**config.mk**
```make
export PLATFORM = sky130hd
export DESIGN_NAME = mul_share_arbiter_flat
export DESIGN_NICKNAME = d
export VERILOG_FILES = /design/src/rtl/mul_share_arbiter_if.sv /design/src/rtl/mul_share_arbiter.sv /design/src/flat_wrapper.sv
export SDC_FILE = /design/constraint.sdc
export NUM_CORES = 1
export LEC_CHECK = 0
export CAP_MARGIN = 20
export CORE_AREA = 3 3 177 179
export CTS_CLUSTER_SIZE = 10
export DETAILED_ROUTE_END_ITERATION = 7
export DIE_AREA = 0 0 180 182
export HOLD_SLACK_MARGIN = 0.12
export PLACE_DENSITY = 0.57
export SLEW_MARGIN = 15
export SYNTH_ARGS = -nofsm -noshare
export SYNTH_HDL_FRONTEND = slang
export SYNTH_SLANG_ARGS = --single-unit
```
**constraint.sdc**
```tcl
create_clock -name clk -period 1.65 [get_ports clk]
set_input_delay 0.165 -clock clk [delete_from_list [all_inputs] [get_ports clk]]
set_output_delay 0.165 -clock clk [all_outputs]
set_load 0.1 [all_outputs]
```
**src/rtl/mul_share_arbiter_if.sv**
```systemverilog
// Bundle of requester, multiplier and response signals around mul_share_arbiter.
// master = requester array / multiplier side, slave = the arbiter itself.
interface mul_share_arbiter_if #(
    parameter int N_REQ = 4
);
    localparam int ID_W = $clog2(N_REQ);

    logic [N_REQ-1:0]    req_valid;
    logic [N_REQ-1:0]    req_ready;
    logic [N_REQ*32-1:0] req_a;
    logic [N_REQ*32-1:0] req_b;
    logic [31:0]         mul_a;
    logic [31:0]         mul_b;
    logic [63:0]         mul_result;
    logic                rsp_valid;
    logic                rsp_ready;
    logic [ID_W-1:0]     rsp_id;
    logic [63:0]         rsp_result;
    logic                busy;

    modport master (
        output req_valid, req_a, req_b, mul_result, rsp_ready,
        input  req_ready, mul_a, mul_b, rsp_valid, rsp_id, rsp_result, busy
    );

    modport slave (
        input  req_valid, req_a, req_b, mul_result, rsp_ready,
        output req_ready, mul_a, mul_b, rsp_valid, rsp_id, rsp_result, busy
    );
endinterface

```
**src/rtl/mul_share_arbiter.sv**
```systemverilog
// Round-robin share of one combinational 32x32 multiplier among N_REQ requesters.
// Optional MUL_ARB_B2B_EN: issue the next grant in the same cycle a response is taken.
module mul_share_arbiter #(
    parameter int N_REQ   = 4,
    parameter int MUL_LAT = 2
) (
    input logic                clk,
    input logic                rst,
    mul_share_arbiter_if.slave bus
);
    localparam int ID_W  = $clog2(N_REQ);
    localparam int CNT_W = (MUL_LAT > 1) ? $clog2(MUL_LAT) : 1;

    typedef enum logic [1:0] {
        S_IDLE = 2'd0,
        S_EXEC = 2'd1,
        S_RESP = 2'd2
    } state_t;

    state_t           r_state;
    state_t           w_state_nxt;
    logic [ID_W-1:0]  r_last_grant;
    logic [CNT_W-1:0] r_cnt;
    logic [31:0]      r_mul_a;
    logic [31:0]      r_mul_b;
    logic [ID_W-1:0]  r_rsp_id;
    logic [63:0]      r_rsp_result;

    logic [ID_W-1:0]  w_grant;
    logic             w_found;
    logic [ID_W:0]    w_idx;
    logic [ID_W-1:0]  w_cand;
    logic             w_accept;
    logic             w_cnt_done;
    logic [N_REQ-1:0] w_req_ready;

    // Round-robin search starting one past the previous winner, wrapping at N_REQ.
    always_comb begin
        w_grant = r_last_grant;
        w_found = 1'b0;
        w_idx   = '0;
        w_cand  = '0;
        for (int k = 1; k <= N_REQ; k++) begin
            w_idx = {1'b0, r_last_grant} + (ID_W+1)'(k);
            if (w_idx >= (ID_W+1)'(N_REQ)) begin
                w_idx = w_idx - (ID_W+1)'(N_REQ);
            end
            w_cand = w_idx[ID_W-1:0];
            if (!w_found && bus.req_valid[w_cand]) begin
                w_grant = w_cand;
                w_found = 1'b1;
            end
        end
    end

    always_ff @(posedge clk) begin
        if (rst) begin
            r_state <= S_IDLE;
        end else begin
            r_state <= w_state_nxt;
        end
    end

    always_comb begin
        w_state_nxt = r_state;
        w_accept    = 1'b0;
        w_cnt_done  = (r_cnt == CNT_W'(MUL_LAT - 1));
        case (r_state)
            S_IDLE: begin
                if (w_found && !rst) begin
                    w_accept    = 1'b1;
                    w_state_nxt = S_EXEC;
                end
            end
            S_EXEC: begin
                if (w_cnt_done) begin
                    w_state_nxt = S_RESP;
                end
            end
            S_RESP: begin
                if (bus.rsp_ready) begin
`ifdef MUL_ARB_B2B_EN
                    if (w_found && !rst) begin
                        w_accept    = 1'b1;
                        w_state_nxt = S_EXEC;
                    end else begin
                        w_state_nxt = S_IDLE;
                    end
`else
                    w_state_nxt = S_IDLE;
`endif
                end
            end
            default: w_state_nxt = S_IDLE;
        endcase
    end

    always_comb begin
        w_req_ready = '0;
        if (w_accept) begin
            w_req_ready[w_grant] = 1'b1;
        end
    end

    // Operand capture on grant; product sampled once the multiplier inputs have settled.
    always_ff @(posedge clk) begin
        if (rst) begin
            r_last_grant <= ID_W'(N_REQ - 1);
            r_cnt        <= '0;
            r_mul_a      <= '0;
            r_mul_b      <= '0;
            r_rsp_id     <= '0;
            r_rsp_result <= '0;
        end else begin
            if (w_accept) begin
                r_mul_a      <= bus.req_a[32*w_grant +: 32];
                r_mul_b      <= bus.req_b[32*w_grant +: 32];
                r_rsp_id     <= w_grant;
                r_last_grant <= w_grant;
                r_cnt        <= '0;
            end else if (r_state == S_EXEC) begin
                r_cnt <= r_cnt + CNT_W'(1);
            end
            if (r_state == S_EXEC && w_cnt_done) begin
                r_rsp_result <= bus.mul_result;
            end
        end
    end

    assign bus.req_ready  = w_req_ready;
    assign bus.mul_a      = r_mul_a;
    assign bus.mul_b      = r_mul_b;
    assign bus.rsp_valid  = (r_state == S_RESP);
    assign bus.rsp_id     = r_rsp_id;
    assign bus.rsp_result = r_rsp_result;
    assign bus.busy       = (r_state != S_IDLE);
endmodule

```
**src/flat_wrapper.sv**
```systemverilog
// flat-port wrapper written by rule: the top's interface ports become plain ports
module mul_share_arbiter_flat 
#(
    parameter int N_REQ   = 4,
    parameter int MUL_LAT = 2
)
  (clk, rst, bus_req_valid, bus_req_a, bus_req_b, bus_mul_result, bus_rsp_ready, bus_req_ready, bus_mul_a, bus_mul_b, bus_rsp_valid, bus_rsp_id, bus_rsp_result, bus_busy);
  mul_share_arbiter_if #(.N_REQ(N_REQ)) bus_i ();
  input logic clk;
  input logic rst;
  input wire logic [$bits(bus_i.req_valid)-1:0] bus_req_valid;
  input wire logic [$bits(bus_i.req_a)-1:0] bus_req_a;
  input wire logic [$bits(bus_i.req_b)-1:0] bus_req_b;
  input wire logic [$bits(bus_i.mul_result)-1:0] bus_mul_result;
  input wire logic [$bits(bus_i.rsp_ready)-1:0] bus_rsp_ready;
  output wire logic [$bits(bus_i.req_ready)-1:0] bus_req_ready;
  output wire logic [$bits(bus_i.mul_a)-1:0] bus_mul_a;
  output wire logic [$bits(bus_i.mul_b)-1:0] bus_mul_b;
  output wire logic [$bits(bus_i.rsp_valid)-1:0] bus_rsp_valid;
  output wire logic [$bits(bus_i.rsp_id)-1:0] bus_rsp_id;
  output wire logic [$bits(bus_i.rsp_result)-1:0] bus_rsp_result;
  output wire logic [$bits(bus_i.busy)-1:0] bus_busy;
  assign bus_i.req_valid = bus_req_valid;
  assign bus_i.req_a = bus_req_a;
  assign bus_i.req_b = bus_req_b;
  assign bus_i.mul_result = bus_mul_result;
  assign bus_i.rsp_ready = bus_rsp_ready;
  assign bus_req_ready = bus_i.req_ready;
  assign bus_mul_a = bus_i.mul_a;
  assign bus_mul_b = bus_i.mul_b;
  assign bus_rsp_valid = bus_i.rsp_valid;
  assign bus_rsp_id = bus_i.rsp_id;
  assign bus_rsp_result = bus_i.rsp_result;
  assign bus_busy = bus_i.busy;
  mul_share_arbiter #(.N_REQ(N_REQ), .MUL_LAT(MUL_LAT)) u_core (.clk(clk), .rst(rst), .bus(bus_i));
endmodule
```
==> out/qor.yml, run 1 <==
finalWeightedCongestion: 0.869
placement.cell_area_sq_um: 13400
floorplan.initialDensity: 0.232
number_of_storage_elements_in_the_synthesis_netlist: 135
io_buffer_count: 462
vias_per_cell: 4.92
track_usage: 0.208
drt_iter0_drc: 475
rsz0062_at_grt: "yes"
path_buf_inv: 3
critical_path_required_ns: 1.48
cp_max_fo: 4
power_density_nw_per_um2: 1140
path_cells: "nor4_4 -> clkbuf_16 -> nand3_4 -> buf_12 -> nor2_4 -> buf_12"
synth_enable_flop_cells: 0
drt.antenna.violating_nets: 0
synthesis.yosys.warnings: 0
post_layout_worst_setup_margin_ns: -0.312
fin_tns_setup_ns: -10.30
route.final.wire_length_um: 36500
cp.arrival_ns: 1.80
syn_nets: 1174
max-vdd-ir-drop_mv: 0.557
timing.critical_path.from_type: "flip-flop"
drt-pass1-iter-count: 7
clock_sinks: 135
ctsHtreeMaxLevel: 4
setup_violations: 69
clkLatencyLatePin_ns: 0.42
netlist_instances: 847
floorplan.rows: 63
yosys-mux-area-fraction: 0.0929
crit_path_end_kind: "output pin"
hpwl_um: 26100
synth_most_common_cell: "nand2_1"
grt_pass1_wl_um: 53100
cap_viol_max_count: 0
post_cts_hold_buffer_count: 0
grt_pass1_vias: 8396
synth_fa_ha_area_frac: 0
synth_async_sr_flop_share: 0
grt_antenna_before_repair: 1
final_net_count: 1648
leakage_nw: 5.62
synth-seq-area-share: 0.392
drv_slew: 0
worst_path_max_delay_cell: "dfxtp_2"
critPathTopFamily: "buffers and inverters"
yosys.area.top_type: "dfxtp_1"
tritoncts: "done"
hold_path.class: "primary input to flip-flop"
post_route_drc_violation_count: 0
ff_latch_area_sq_um: 2710
floorplan.die.height_um: 182
io-pin-count: 463
outcome: "finished, violations left"
synth_flop_cell: "dfxtp_1"
achievable-frequency_ghz: 0.510
max-clock-path-buffers: 2
remaining_global_route_overflow: 0
final.hold.worst_slack_ns: 0.287
critical-path-top-cell-by-count: "buf_12"
placeableCoreArea_sq_um: 29700
timing_worst_setup_path_type: "flip-flop to output pin"
syn_area_per_cell_sq_um: 8.14
tightestPinTransition_ns: 0.698
dp_slack_ns: -0.634
grt_start_max_net_pins: 66
synthTopCellsByCount: "194 x nand2_1, 135 x dfxtp_1, 68 x a21oi_1"
clock-root-buffer: "clkbuf_16"
areaGrowthSynthToFinish_pct: 114
synthDistinctLibCells: 29
layout_min_cycle_time_ns: 1.96
fp.dieW_um: 180
final_number_of_hold_violating_endpoints: 0
timing.clock.skew_ns: 0.0135
drt-wirelength-per-cell_um: 21.2
synth.top_cells.by_area: "dfxtp_1 39%, nand2_1 11%, mux2i_1 9.3%"
synth_xor_area_frac: 0.00127
timing.critical_path.slowest_cell_delay_ns: 0.33
synth-simple-area-share: 0.191
filler_cells: 2779
path_clk_slew_ns: 0.07
yosys.area.top_type_share: 0.392
multi_input_comb_area_sq_um: 4240
combinational_family_with_the_most_area_after_synthesis: "compound AO/OA/AOI/OAI gates"
failed_checks: "negative setup slack"
die_area_sq_um: 32800
timing.slew.headroom: 0.535
final.period_utilization: 1.19
share_of_cells_above_drive_strength_1: 0.239
via_count: 8488
tritoncts_buffer_count: 17
fin_area_sq_um: 14700
syn-cell-area_sq_um: 6900
synth_compound_gate_area_share: 0.267
tightest hold or removal path: stages:
cell	delay, ns
clkdlybuf4s50_1	0.39
nand2_1	0.05
a21oi_1	0.05
layer usage:
metal / up-vias / GRT usage / part of all wire
li1: 4043 / - / -
met1: 4000 / 0.250 / 0.39
met2: 399 / 0.357 / 0.49
met3: 46 / 0.0679 / 0.089
met4: 0 / 0.0606 / 0.024
met5: - / 0 / 0
through the flow:
stage,util,cells,power (mW)
floorplan,-,847,8.67
global placement,0.450,1670,12.1
detailed placement,0.450,1670,12.1
CTS,0.479,1711,16.6
global route,0.496,1723,17.4
finish,0.496,1724,16.8
power by group:
part	switching (mW)	leakage [nW]	internal, mW
clock	1.71	0.289	2.44
combinational	5.06	4.22	3.48
sequential	0.412	1.11	3.70
total	7.18	5.62	9.61
layout by cell type (no fill, tap or decap), drive strengths merged, types with 26 or more instances in the layout:
cell type | synthesis | final
a21oi | 68 | 68
clkdlybuf4s50 | 0 | 321
o211ai | 64 | 64
nand2 | 194 | 194
mux2i | 64 | 64
nand4 | 64 | 64
dfxtp | 135 | 135
o31ai | 64 | 64
buf | 34 | 213
clkbuf | 57 | 26
a21o | 66 | 66
state kept, by name, indices dropped and copies added, names as in the netlist:
| signal | cells |
|---|---|
| u_core.bus.mul_a | 32 |
| u_core.bus.mul_b | 32 |
| u_core.bus.rsp_id | 2 |
| u_core.bus.rsp_result | 64 |
| u_core.r_cnt | 1 |
| u_core.r_last_grant | 2 |
| u_core.r_state | 2 |
final cells by class:
type / count / share of cell area
Timing Repair Buffer: 546 / 0.455
Multi-Input combinational cell: 621 / 0.287
Sequential cell: 135 / 0.184
Tap cell: 390 / 0.0331
Clock buffer: 18 / 0.0298
Clock inverter: 13 / 0.0115
Antenna cell: 1 / 0.000170
path summary, 6_finish.rpt:
kind,cells past startpoint,slack (ns),endpoint,from
worst max-delay path,6,-0.31,bus_req_ready[3],u_core.r_state[0]$_SDFFE_PP0P_
worst min-delay path,3,0.29,u_core.bus.rsp_result[44]$_SDFFE_PP0P_,bus_mul_result[44]
worst max register to register,8,-0.21,u_core.bus.mul_a[19]$_SDFFE_PP0P_,u_core.r_last_grant[0]$_SDFFE_PP1P_
worst min register to register,2,0.46,u_core.bus.rsp_result[7]$_SDFFE_PP0P_,u_core.bus.rsp_result[7]$_SDFFE_PP0P_
cells by family (layout without fill, tap and decap cells):
logic type / after synthesis / count (layout)
DFF: 135 / 135
and+or+nand+nor: 288 / 288
AOI/OAI and AO/OA: 268 / 268
xor gates and xnor gates: 1 / 1
buffers and inverters: 91 / 577
other: 0 / 1
muxes: 64 / 64
timing repair:
action | 4_1_cts | 5_1_grt
resized for setup | 27 | 62
setup endpoints to repair | 68 | 69
buffers inserted | 7 | 5
pin swaps | 8 | 23
gates cloned | 3 | 7
endpoints found under the hold margin | 0 | 0
Power figures use the tool's default switching activity.
==> inputs of run 2 (changes only) <==
--- a/config.mk
+++ b/config.mk
@@ -7,11 +7,12 @@
 export LEC_CHECK = 0
 export CAP_MARGIN = 20
 export CORE_AREA = 3 3 177 179
+export CTS_BUF_LIST = sky130_fd_sc_hd__clkbuf_4 sky130_fd_sc_hd__clkbuf_8
 export CTS_CLUSTER_SIZE = 10
 export DETAILED_ROUTE_END_ITERATION = 7
 export DIE_AREA = 0 0 180 182
 export HOLD_SLACK_MARGIN = 0.12
-export PLACE_DENSITY = 0.57
+export PLACE_DENSITY = 0.55
 export SLEW_MARGIN = 15
 export SYNTH_ARGS = -nofsm -noshare
 export SYNTH_HDL_FRONTEND = slang
==> constraint.sdc (replaced) <==
create_clock -name clk -period 2.1 [get_ports clk]
set_input_delay 0.21 -clock clk [delete_from_list [all_inputs] [get_ports clk]]
set_output_delay 0.21 -clock clk [all_outputs]
set_load 0.1 [all_outputs]
==> run 2 against run 1 <==
The run now ends clean. Sequential share of layout area is 3.1 points higher. Clock skew up 0.0094 ns. Flip-flop and latch count did not move. Critical path type is now primary input to output pin. Critical endpoint is now bus_req_ready[0]. Largest power group unchanged.
==> out/qor.yml, run 2 (same netlist as run 1, synthesis figures left out) <==
track_usage: 0.205  # -0.00362
grt_start_max_net_pins: 69  # +4.5%
setup_violations: 0  # -100%
areaGrowthSynthToFinish_pct: 83.1
drv_slew: 0  # unchanged
layout_commonest_cell: "clkdlybuf4s50_1"
final_net_count: 1638  # -0.61%
timing.slew.headroom: 0.479  # -0.0563
grt_pass1_wl_um: 52300  # -1.4%
timing_worst_setup_path_type: "primary input to output pin"
worstRegToRegCells: 8  # unchanged
post_cts_hold_buffer_count: 0  # unchanged
power_density_nw_per_um2: 871  # -23%
drt.antenna.violating_nets: 0  # unchanged
fp.dieW_um: 180  # unchanged
clkLatencyLatePin_ns: 0.45  # +0.03 ns
final.period_utilization: 0.988
max-clock-path-buffers: 2  # unchanged
via_count: 8220  # -3.2%
achievable-frequency_ghz: 0.482
grt_pass1_vias: 8558  # +1.9%
share_of_cells_above_drive_strength_1: 0.206  # -0.0331
grt_antenna_before_repair: 2  # +1
r2r_slack_ns: 0.15  # +0.36 ns
timing.critical_path.from_type: "primary input"
timing.clock.skew_ns: 0.0229  # +0.00937 ns
worst_path_max_delay_cell: "clkdlybuf4s50_1"
path_clk_slew_ns: 0.08  # about the same
regToRegEndpoint: "u_core.bus.mul_a[16]$_SDFFE_PP0P_"
fin_area_sq_um: 12600  # -14%
critPathTopFamily: "buffers and inverters"
reg2reg_from: "u_core.r_last_grant[0]$_SDFFE_PP1P_"
crit_path_start: "bus_req_valid[1]"
vias_per_cell: 4.79  # -2.6%
drt_iter0_drc: 329  # -31%
commonest_cells_after_routing_fill_and_taps_aside: "325 x clkdlybuf4s50_1, 192 x nand2_1, 188 x buf_4"
path_cells: "clkdlybuf4s50_1 -> nor2_1 -> or3b_4 -> a21bo_4 -> nor2_4 -> buf_12"
leakage_nw: 5.08  # -9.6%
die_area_sq_um: 32800  # unchanged
tritoncts_buffer_count: 17  # unchanged
drt-pass1-iter-count: 4  # -3
finalWeightedCongestion: 0.842  # -3.1%
cp.arrival_ns: 1.86  # +0.06 ns
clock-root-buffer: "clkbuf_8"
hpwl_um: 26600  # +1.8%
route.final.wire_length_um: 34900  # -4.4%
max-vdd-ir-drop_mv: 0.406  # -27%
drt-wirelength-per-cell_um: 20.4  # -3.9%
path_buf_inv: 2  # -1
cp.depth: 6  # unchanged
final_number_of_hold_violating_endpoints: 0  # unchanged
outcome: "complete, no violations"
floorplan.initialDensity: 0.232  # unchanged
critical_path_required_ns: 1.89  # +0.41 ns
io_buffer_count: 462  # unchanged
ctsHtreeMaxLevel: 4  # unchanged
cap_viol_max_count: 0  # unchanged
crit_path_end_kind: "output pin"
post_route_drc_violation_count: 0  # unchanged
io-pin-count: 463  # unchanged
cp_max_fo: 4  # unchanged
filler_cells: 2994  # +7.7%
remaining_global_route_overflow: 0  # unchanged
tightestPinTransition_ns: 0.782  # +0.0844 ns
rsz0062_at_grt: "yes"
largest_register_ff_count: 64  # unchanged
layout_min_cycle_time_ns: 2.07
placement.cell_area_sq_um: 12100  # -9.7%
endpoint: "bus_req_ready[0]"
tritoncts: "done"
floorplan.die.height_um: 182  # unchanged
hold_path.class: "primary input to flip-flop"
clock_sinks: 135  # unchanged
power.total_mw: 11.0  # -35%
placeableCoreArea_sq_um: 29700  # unchanged
timing.critical_path.slowest_cell_delay_ns: 0.58  # +0.25 ns
floorplan.rows: 63  # unchanged
==> run 2: cell count changes in the layout (fill, tap and decap cells not counted), moves of 4 or more <==
| cell | change |
|---|---|
| buf_4 | +112 |
| buf_12 | -104 |
| clkbuf_16 | -25 |
| mux2i_1 | +23 |
| clkbuf_8 | +16 |
| o31ai_1 | +15 |
| mux2i_4 | -14 |
| o31ai_2 | -12 |
| mux2i_2 | -9 |
| buf_6 | -6 |
| clkdlybuf4s50_1 | +4 |
| dlygate4sd2_1 | -4 |
| inv_6 | +4 |
| inv_8 | +4 |
==> run 2: worst min-delay path by stage <==
stage                                            from                                endpoint  slack, ns  cells past startpoint
2_1_floorplan                       bus_mul_result[0]   u_core.bus.rsp_result[0]$_SDFFE_PP0P_       0.35                      2
4_1_cts                                           rst               u_core.r_cnt$_SDFFE_PP0N_       0.15                      3
3_5_place_dp   u_core.bus.rsp_result[19]$_SDFFE_PP0P_  u_core.bus.rsp_result[19]$_SDFFE_PP0P_       0.45                      2
6_report                                          rst               u_core.r_cnt$_SDFFE_PP0N_       0.19                      3
3_3_place_gp   u_core.bus.rsp_result[13]$_SDFFE_PP0P_  u_core.bus.rsp_result[13]$_SDFFE_PP0P_       0.44                      2
5_1_grt                                           rst               u_core.r_cnt$_SDFFE_PP0N_       0.16                      3
==> run 2: area by class of cell <==
| type | instances | area (sq um) | share of cell area |
|---|---|---|---|
| clock inverter | 15 | 153 | 0.0121 |
| antenna | 1 | 2.50 | 0.000198 |
| timing repair buffer | 536 | 5100 | 0.404 |
| multi-input combinational | 621 | 3930 | 0.312 |
| tap | 390 | 488 | 0.0387 |
| clock buffer | 17 | 234 | 0.0185 |
| sequential | 135 | 2710 | 0.215 |
==> run 2: what timing repair did <==
action	CTS	global route
pin swaps	7	5
gates resized for setup	11	5
endpoints found under the setup margin	4	4
setup buffers	11	2
==> run 2: report_power, final <==
part	internal, mW	leakage (nW)	switching (mW)
sequential	2.90	1.11	0.194
clock	0.897	0.200	1.36
combinational	1.84	3.77	3.80
total	5.64	5.08	5.35
==> run 2: metrics by stage <==
step / util / TNS [ns] / std cells / hold WS, ns / setup slack, ns
after CTS: 0.423 / -0.0367 / 1712 / 0.154 / -0.0367
after global routing: 0.425 / -0.173 / 1715 / 0.164 / -0.0758
after floorplan: - / -0.517 / 847 / 0.346 / -0.258
final: 0.425 / 0 / 1715 / 0.186 / 0.0258
after detailed placement: 0.407 / -6.42 / 1669 / 0.447 / -0.210
after global placement: 0.407 / -5.56 / 1669 / 0.442 / -0.177
==> run 2: worst reg2reg max path, delay by kind of cell (launching register included) <==
kind / cells / cell delay, ns
buffers and inverters: 4 / 0.71
and+or+nand+nor: 2 / 0.42
DFF: 1 / 0.34
muxes: 1 / 0.27
AOI/OAI and AO/OA: 1 / 0.11
==> run 2: metal layers <==
layer,track usage,part of all wire,up-vias
li1,-,-,4026
met1,0.238,0.40,3804
met2,0.356,0.50,354
met3,0.0755,0.084,34
met4,0.0535,0.019,2
met5,0,0.00037,-
